<file path="src/rtl/taillight_sequencer.sv">
// taillight_sequencer
//   Sequences the six tail-light LEDs: sweeping left/right turn signals,
//   hazard flashing and a steady brake overlay. Contains its own step-rate
//   prescaler so the top level only supplies the clock and reset.
//
// Parameters
//   TICK_DIV : clock cycles per sequence step (>= 2)
//   CNT_W    : prescaler width, 2**CNT_W >= TICK_DIV
//
// Ports
//   ADC_CLK_10 : system clock
//   KEY0       : asynchronous active-low reset
//   hazard     : hazard request (highest priority)
//   turn_en    : turn request
//   turn_left  : 1 = left turn, 0 = right turn
//   brake      : brake request
//   lights_l   : left lamps, bit0 innermost
//   lights_r   : right lamps, bit0 innermost
//   mode       : 0 idle, 1 hazard, 2 left, 3 right, 4 brake,
//                5 left+brake, 6 right+brake
//   step       : one-cycle pulse on every sequence step
module taillight_sequencer #(
   parameter int unsigned TICK_DIV = 5000000,
   parameter int unsigned CNT_W    = 23
) (
   input  logic       ADC_CLK_10,
   input  logic       KEY0,
   input  logic       hazard,
   input  logic       turn_en,
   input  logic       turn_left,
   input  logic       brake,
   output logic [2:0] lights_l,
   output logic [2:0] lights_r,
   output logic [2:0] mode,
   output logic       step
);

   localparam logic [2:0] M_IDLE  = 3'd0;
   localparam logic [2:0] M_HAZ   = 3'd1;
   localparam logic [2:0] M_LEFT  = 3'd2;
   localparam logic [2:0] M_RIGHT = 3'd3;
   localparam logic [2:0] M_BRAKE = 3'd4;
   localparam logic [2:0] M_LBRK  = 3'd5;
   localparam logic [2:0] M_RBRK  = 3'd6;

   localparam logic [2:0] ST_IDLE    = 3'd0;
   localparam logic [2:0] ST_BRK     = 3'd1;
   localparam logic [2:0] ST_HAZ_OFF = 3'd2;
   localparam logic [2:0] ST_HAZ_ON  = 3'd3;
   localparam logic [2:0] ST_S0      = 3'd4;
   localparam logic [2:0] ST_S1      = 3'd5;
   localparam logic [2:0] ST_S2      = 3'd6;
   localparam logic [2:0] ST_S3      = 3'd7;

   localparam logic [CNT_W-1:0] CNT_LAST = CNT_W'(TICK_DIV - 1);

   logic [2:0]       dmode;
   logic             chg;
   logic [CNT_W-1:0] cnt;
   logic [CNT_W-1:0] cnt_nx;
   logic [2:0]       state;
   logic [2:0]       state_nx;
   logic [2:0]       pat;
   logic [2:0]       brk_side;
   logic [2:0]       l_nx;
   logic [2:0]       r_nx;

   // Request decode, priority hazard > turn > brake > idle
   always_comb begin
      dmode = M_IDLE;
      if (hazard)
         dmode = M_HAZ;
      else if (turn_en)
         dmode = turn_left ? (brake ? M_LBRK : M_LEFT) : (brake ? M_RBRK : M_RIGHT);
      else if (brake)
         dmode = M_BRAKE;
   end

   assign chg = (dmode != mode);

   // Prescaler restarts on any mode change so the first step after a change
   // is a full TICK_DIV cycles away.
   always_comb begin
      if (chg || (cnt == CNT_LAST))
         cnt_nx = '0;
      else
         cnt_nx = cnt + CNT_W'(1);
   end

   // step is high exactly while cnt == CNT_LAST, so it also marks the edge
   // on which the sequence advances.
   always_comb begin
      state_nx = state;
      if (chg) begin
         case (dmode)
            M_IDLE:  state_nx = ST_IDLE;
            M_HAZ:   state_nx = ST_HAZ_OFF;
            M_BRAKE: state_nx = ST_BRK;
            default: state_nx = ST_S0;
         endcase
      end else if (step) begin
         case (state)
            ST_HAZ_OFF: state_nx = ST_HAZ_ON;
            ST_HAZ_ON:  state_nx = ST_HAZ_OFF;
            ST_S0:      state_nx = ST_S1;
            ST_S1:      state_nx = ST_S2;
            ST_S2:      state_nx = ST_S3;
            ST_S3:      state_nx = ST_S0;
            default:    state_nx = state;
         endcase
      end
   end

   // Lamp pattern from the next state so lights change on the same edge as mode
   always_comb begin
      case (state_nx)
         ST_S1:     pat = 3'b001;
         ST_S2:     pat = 3'b011;
         ST_S3:     pat = 3'b111;
         ST_HAZ_ON: pat = 3'b111;
         ST_BRK:    pat = 3'b111;
         default:   pat = 3'b000;
      endcase
      brk_side = ((dmode == M_LBRK) || (dmode == M_RBRK)) ? 3'b111 : 3'b000;
      case (dmode)
         M_LEFT, M_LBRK: begin
            l_nx = pat;
            r_nx = brk_side;
         end
         M_RIGHT, M_RBRK: begin
            l_nx = brk_side;
            r_nx = pat;
         end
         default: begin
            l_nx = pat;
            r_nx = pat;
         end
      endcase
   end

   always_ff @(posedge ADC_CLK_10 or negedge KEY0) begin
      if (!KEY0) begin
         mode     <= M_IDLE;
         cnt      <= '0;
         step     <= 1'b0;
         state    <= ST_IDLE;
         lights_l <= 3'b000;
         lights_r <= 3'b000;
      end else begin
         mode     <= dmode;
         cnt      <= cnt_nx;
         step     <= (cnt_nx == CNT_LAST);
         state    <= state_nx;
         lights_l <= l_nx;
         lights_r <= r_nx;
      end
   end

endmodule

</file>
<file path="config.mk">
export PLATFORM = sky130hd
export DESIGN_NAME = taillight_sequencer
export DESIGN_NICKNAME = d
export VERILOG_FILES = /design/src/rtl/taillight_sequencer.sv
export SDC_FILE = /design/constraint.sdc
export NUM_CORES = 1
export LEC_CHECK = 0
export ABC_AREA = 1
export CAP_MARGIN = 20
export CORE_MARGIN = 2
export CORE_UTILIZATION = 30
export CTS_CLUSTER_DIAMETER = 150
export CTS_CLUSTER_SIZE = 25
export DETAILED_ROUTE_END_ITERATION = 10
export GPL_ROUTABILITY_DRIVEN = 0
export PLACE_DENSITY = 0.59
export SKIP_LAST_GASP = 1
export SLEW_MARGIN = 40
export SYNTH_ARGS = -nofsm -noshare
export SYNTH_HDL_FRONTEND = slang
export SYNTH_SLANG_ARGS = --single-unit
</file>
<file path="constraint.sdc">
create_clock -name ADC_CLK_10 -period 1.7 [get_ports ADC_CLK_10]
set_clock_uncertainty 0.2 [all_clocks]
set_input_delay 0.34 -clock ADC_CLK_10 [delete_from_list [all_inputs] [get_ports ADC_CLK_10]]
set_output_delay 0.34 -clock ADC_CLK_10 [all_outputs]
set_load 0.02 [all_outputs]
</file>
Word level (Yosys, flattened, before mapping). Index checks and enable logic that the tools add are counted.

Output and inout port bits: 10. Word-level logic and storage cells: 48. Register bits: 36. Input port bits: 6.

Add/subtract/negate cells: 1. Eq/ne operators: 20. Reductions and logical operators: 6. Multiplexer cells: 15.

Operator list (count): == test 23 bit, second input constant (2); 2-to-1 mux 3 bit (11); == test 3 bit, second input constant (10); adder 23 x 1 -> 23 bit, second input constant (1); 2-to-1 mux 23 bit (1); one-hot mux 3 bit (3 select lines) (2); one-hot mux 3 bit (6 select lines) (1); == test 3 x 2 -> 1 bit, second input constant (5); == test 3 x 1 -> 1 bit, second input constant (2); OR reduction 2 bit (2); logical NOT 3 bit (1); != test 3 bit (1); OR reduction 3 bit (1); logical OR 1 bit (2).

Depth between registers and ports, before layout.
Word-level depth: 11. Mapped depth: 13. Depth with buffers taken out: 13.

Worst setup path after synthesis. No wires, ideal clock.

Path type: input to register. From: in turn_left. To: reg lights_l[0]. Data arrival time: 1560 ps. Buffers on the path: 0. Slack: -193 ps. Cell stages on the path: 11. Data required time: 1367 ps. Library setup time: 133 ps. Cell sequence: ha_1 > inv_1 > nand2_2 > nand2_2 > nand2_1 > nand2_2 > nand3_4 > o21ai_0 > nand2_1 > nand2_1 > o21ai_0.

Word-level cells in the longest chain between the ends: 10. Elaborated cells between the ends (all ways): 23. Classes of those cells: 11 x eq/ne; 8 x mux; 4 x reduce/logical.

Ends and longest elaborated chain: start, declared (RTL line 30) `input logic turn_left,`; 2-to-1 mux 3 bit (*) (RTL line 74) `dmode = turn_left ? (brake ? M_LBRK : M_LEFT) : (brake ? M_RBRK : M_RIGHT);`; 2-to-1 mux 3 bit (*) (RTL line 73) `else if (turn_en)`; 2-to-1 mux 3 bit (*) (RTL line 71) `if (hazard)`; named net dmode[0] (RTL line 57) `logic [2:0] dmode;`; == test 3 bit (tied with other cells) (RTL line 95) `case (dmode)`; one-hot mux 3 bit (3 select lines) (RTL line 95); 2-to-1 mux 3 bit (RTL line 94) `if (chg) begin`; == test 3 x 1 -> 1 bit (tied with other cells) (RTL line 116) `case (state_nx)`; OR reduction 3 bit (no source line); one-hot mux 3 bit (3 select lines) (RTL line 116); 2-to-1 mux 3 bit (*) (RTL line 125) `case (dmode)`; named net l_nx[0] (RTL line 65) `logic [2:0] l_nx;`; end signal, assigned (RTL line 154) `lights_l <= l_nx;`; end, declared (RTL line 32) `output logic [2:0] lights_l,`.

The timed path passes the listed nets; every way through them passes the cells marked *.

Worst setup path in the final report.
From: reg cnt[0]. To: reg step.

Word-level cells in the longest chain between the ends: 4. Elaborated cells between the ends (all ways): 5. Classes of those cells: 1 x add/sub; 2 x eq/ne; 1 x mux; 1 x reduce/logical.

Ends and longest elaborated chain: start, declared (RTL line 59) `logic [CNT_W-1:0] cnt;`; start signal, assigned (RTL line 151) `cnt <= cnt_nx;`; branches (longest 2 deep; another with adder 23 x 1 -> 23 bit); 2-to-1 mux 23 bit (*) (RTL line 84) `if (chg || (cnt == CNT_LAST))`; == test 23 bit (*) (RTL line 152) `step <= (cnt_nx == CNT_LAST);`; end signal, assigned (RTL line 152); end, declared (RTL line 35) `output logic step`.

Every way passes the cells marked *.

==> results by group <==
Status
  – Run status: finished with violations
  – Failing checks: setup timing

Placement
  – Dpl hpwl: 4.11 mm
  – I/O Buffers: 15
  – Pre-CTS setup slack: -0.743 ns

STA
  – FMAX: 0.514 GHz
  – Pins Over Slew Limit: 0
  – Hold Fails Final Rpt: 0
  – Minimum clock period: 1.95 ns
  – Count of final setup violators: 27
  – Post-route clock period utilization: 1.14
  – RSZ-0062 raised after global routing: yes
  – Rel. slew slack: 0.662
  – Final Worst Setup Slack: -0.246 ns
  – Worst Tran Pin Value: 0.503 ns

Pwr
  – Gate power share: 0.214
  – Clock Power Share: 0.321
  – Switching pwr: 0.576 mW
  – Internal: 1.41 mW
  – PnR Total Power: 1.99 mW
  – Total leakage power: 1.62 nW
  – Reg power frac: 0.465
  – Worst VDD drop: 0.368 mV
  – PwrDens: 593 nW/um2
  – Sw Ratio: 0.290

Logic synthesis
  – Sequential area share after synthesis: 0.421
  – Synthesis warning total: 0
  – Post-Syn Nets: 300
  – Top post-synthesis cells by area: dfrtp_1, nand2_1, inv_1
  – Post-synth EDFFs: 0
  – Post-synthesis instance total: 292
  – Prevailing post-synth register cell: dfrtp_1
  – Cell variety after synth: 26
  – Synth top area share: 0.421
  – Yosys top cell by area: dfrtp_1
  – Asr flop ratio synth: 1.00
  – Post-synth top cells: nand2_1, inv_1, nor2_1
  – Mapped Avg Cell Area: 7.33 um2
  – Seq cells post-synth: 36
  – Most common cell in the netlist: nand2_1
  – Syn Std Cell Area: approximately 2100 um2

Route
  – Routed wire length: 6.05 mm
  – WL/cell: 12.6 um
  – Initial DRC count: 90
  – DRT Pass-1 Iters: 4
  – Number of routed nets with antenna violations: 0
  – Vias: 2140
  – Post-DR vias/cell: 4.48
  – Remaining DRCs: 0

Setup path
  – Crit path launch type: register
  – Worst EP required: ~1.7 ns
  – Top fanout value on the critical path: 8
  – FF-to-FF setup slack: -0.25 ns
  – CP Capture Type: register
  – Crit path kind: register to register
  – Worst EP arrival: 1.97 ns

Floorplanning
  – # rows: 30
  – Die area: 7820 um2
  – Die height: 88.5 um
  – Die Wd: 88.5 um
  – Num ports: 16
  – Initial Util: 0.313
  – Core area: roughly 7000 um2

Clock tree
  – CTS Buf Count: 5
  – Root Buffer: clkbuf_8
  – H-tree depth: 2
  – Clock slew at reported path FFs: 0.07 ns
  – Sink Count: 36
  – Clock Latency Late Sink: 0.29 ns
  – CTS tree: yes
  – Max Root-Sink Buffers: 2

Global routing
  – Global-route wire length before repair: slightly below 10 mm
  – Total track usage: 0.164
  – Vias in the first global route: 2174
  – Largest net degree at the start of global routing: 22
  – Initial antenna violation count: 0
  – Remaining global-route overflow: 0

Layout
  – Layout net count: approximately 390
  – Area Growth Syn to Fin: 56.7%
  – Area of the multi-input gates: 1320 um2
  – N_diodes: 0
  – Fillers: 685
  – Share of cells above drive strength 1: 0.421
  – Register area: around 900 um2

Min path
  – Min-Delay Path Class: primary input to register

Run
  – MaxCap Viol Count: 0
## cells by family after synthesis
logic type	share of synthesized area
AO/OA/AOI/OAI	0.0544
XOR/XNOR	0.0287
adder cells (fa/ha/maj)	0.0117
buffers and inverters	0.0860
AND/OR/NAND/NOR	0.398
flip-flops	0.421
## path summary, 6_finish.rpt
check                                 start  cells past startpoint            endpoint
min in group asynchronous              KEY0                      2    cnt[8]$_DFF_PN0_
max in group asynchronous              KEY0                      3  state[0]$_DFF_PN0_
max                        cnt[0]$_DFF_PN0_                     10      step$_DFF_PN0_
min                                   brake                      5   mode[2]$_DFF_PN0_
max reg2reg                cnt[0]$_DFF_PN0_                     10      step$_DFF_PN0_
min reg2reg                cnt[0]$_DFF_PN0_                      2    cnt[0]$_DFF_PN0_
## metrics by stage
step           area, um2  std cells  utilization  setup TNS [ns]  hold slack [ns]
2_1_floorplan       2180        292            -          -0.943           -0.156
3_3_place_gp        2860        455        0.418          -19.51           0.0859
3_5_place_dp        2860        455        0.418          -20.71           0.0878
4_1_cts             3170        472        0.464           -2.04            0.293
5_1_grt             3350        478        0.491           -6.68            0.309
6_report            3350        478        0.491           -3.95            0.295
## repair_timing
item / CTS / global route
hold endpoints to repair: 15 / 0
hold buffers: 1 / 0
setup buffers: 7 / 6
gates resized for setup: 72 / 39
cloned: 1 / 0
pin swaps: 16 / 16
setup endpoints to repair: 43 / 30
## sequential cells by signal, summed over array words and instances (netlist names)
| name | count |
|---|---|
| cnt | 23 |
| lights_l | 3 |
| lights_r | 3 |
| mode | 3 |
| state | 3 |
| step | 1 |
## per-layer routing
metal	vias up	routed length, um	global-route usage	part of all wire
li1	1088	-	-	-
met1	990	2700	0.206	0.45
met2	51	2990	0.282	0.49
met3	11	228	0.0354	0.038
met4	0	127	0.0496	0.021
met5	-	0	0	0
## final cells by class
class                           count  share of cell area
Multi-Input combinational cell    209               0.394
Sequential cell                    36               0.270
Timing Repair Buffer               84               0.221
Inverter                           45              0.0526
Tap cell                           96              0.0358
Clock buffer                        8              0.0269
## layout by cell type, fill, tap and decap left out, types with 2 or more instances in the layout
cell,netlist,routed
a21oi_2,0,5
buf_12,0,3
buf_2,2,2
buf_4,0,55
buf_6,0,9
clkbuf_1,0,2
clkbuf_8,0,6
dfrtp_1,36,34
dfrtp_2,0,2
dlygate4sd2_1,0,12
inv_1,42,38
inv_2,2,5
nand2_1,77,66
nand2_2,7,16
nand2_4,1,3
nand3_1,25,19
nand3_2,3,9
nand3b_1,4,4
nand4_1,4,4
nor2_1,41,24
nor2_2,5,9
nor2_4,4,17
nor3_1,4,3
o21ai_0,14,4
o21ai_1,0,2
o21ai_2,1,8
xnor2_1,2,2
xor2_1,5,4
## power groups by stage
stage / logic (mW) / registers [mW] / clock network [mW]
finish: 0.425 / 0.925 / 0.638
global route: 0.461 / 0.929 / 0.710
CTS: 0.358 / 0.924 / 0.651
detailed placement: 0.321 / 0.940 / 0
global placement: 0.318 / 0.942 / 0
floorplan: 0.121 / 0.979 / 0
## worst max-delay path, cell delays in order, from the launching register on
cell and delay, ns:
dfrtp_1 0.37, ha_2 0.19, nand2_2 0.08, nor2_4 0.24, xor2_2 0.19, nand2_1 0.09
nor2_2 0.15, nand2_1 0.08, nor2_2 0.10, nand3_1 0.08, nor2_1 0.10
Power figures use the tool's default switching activity.
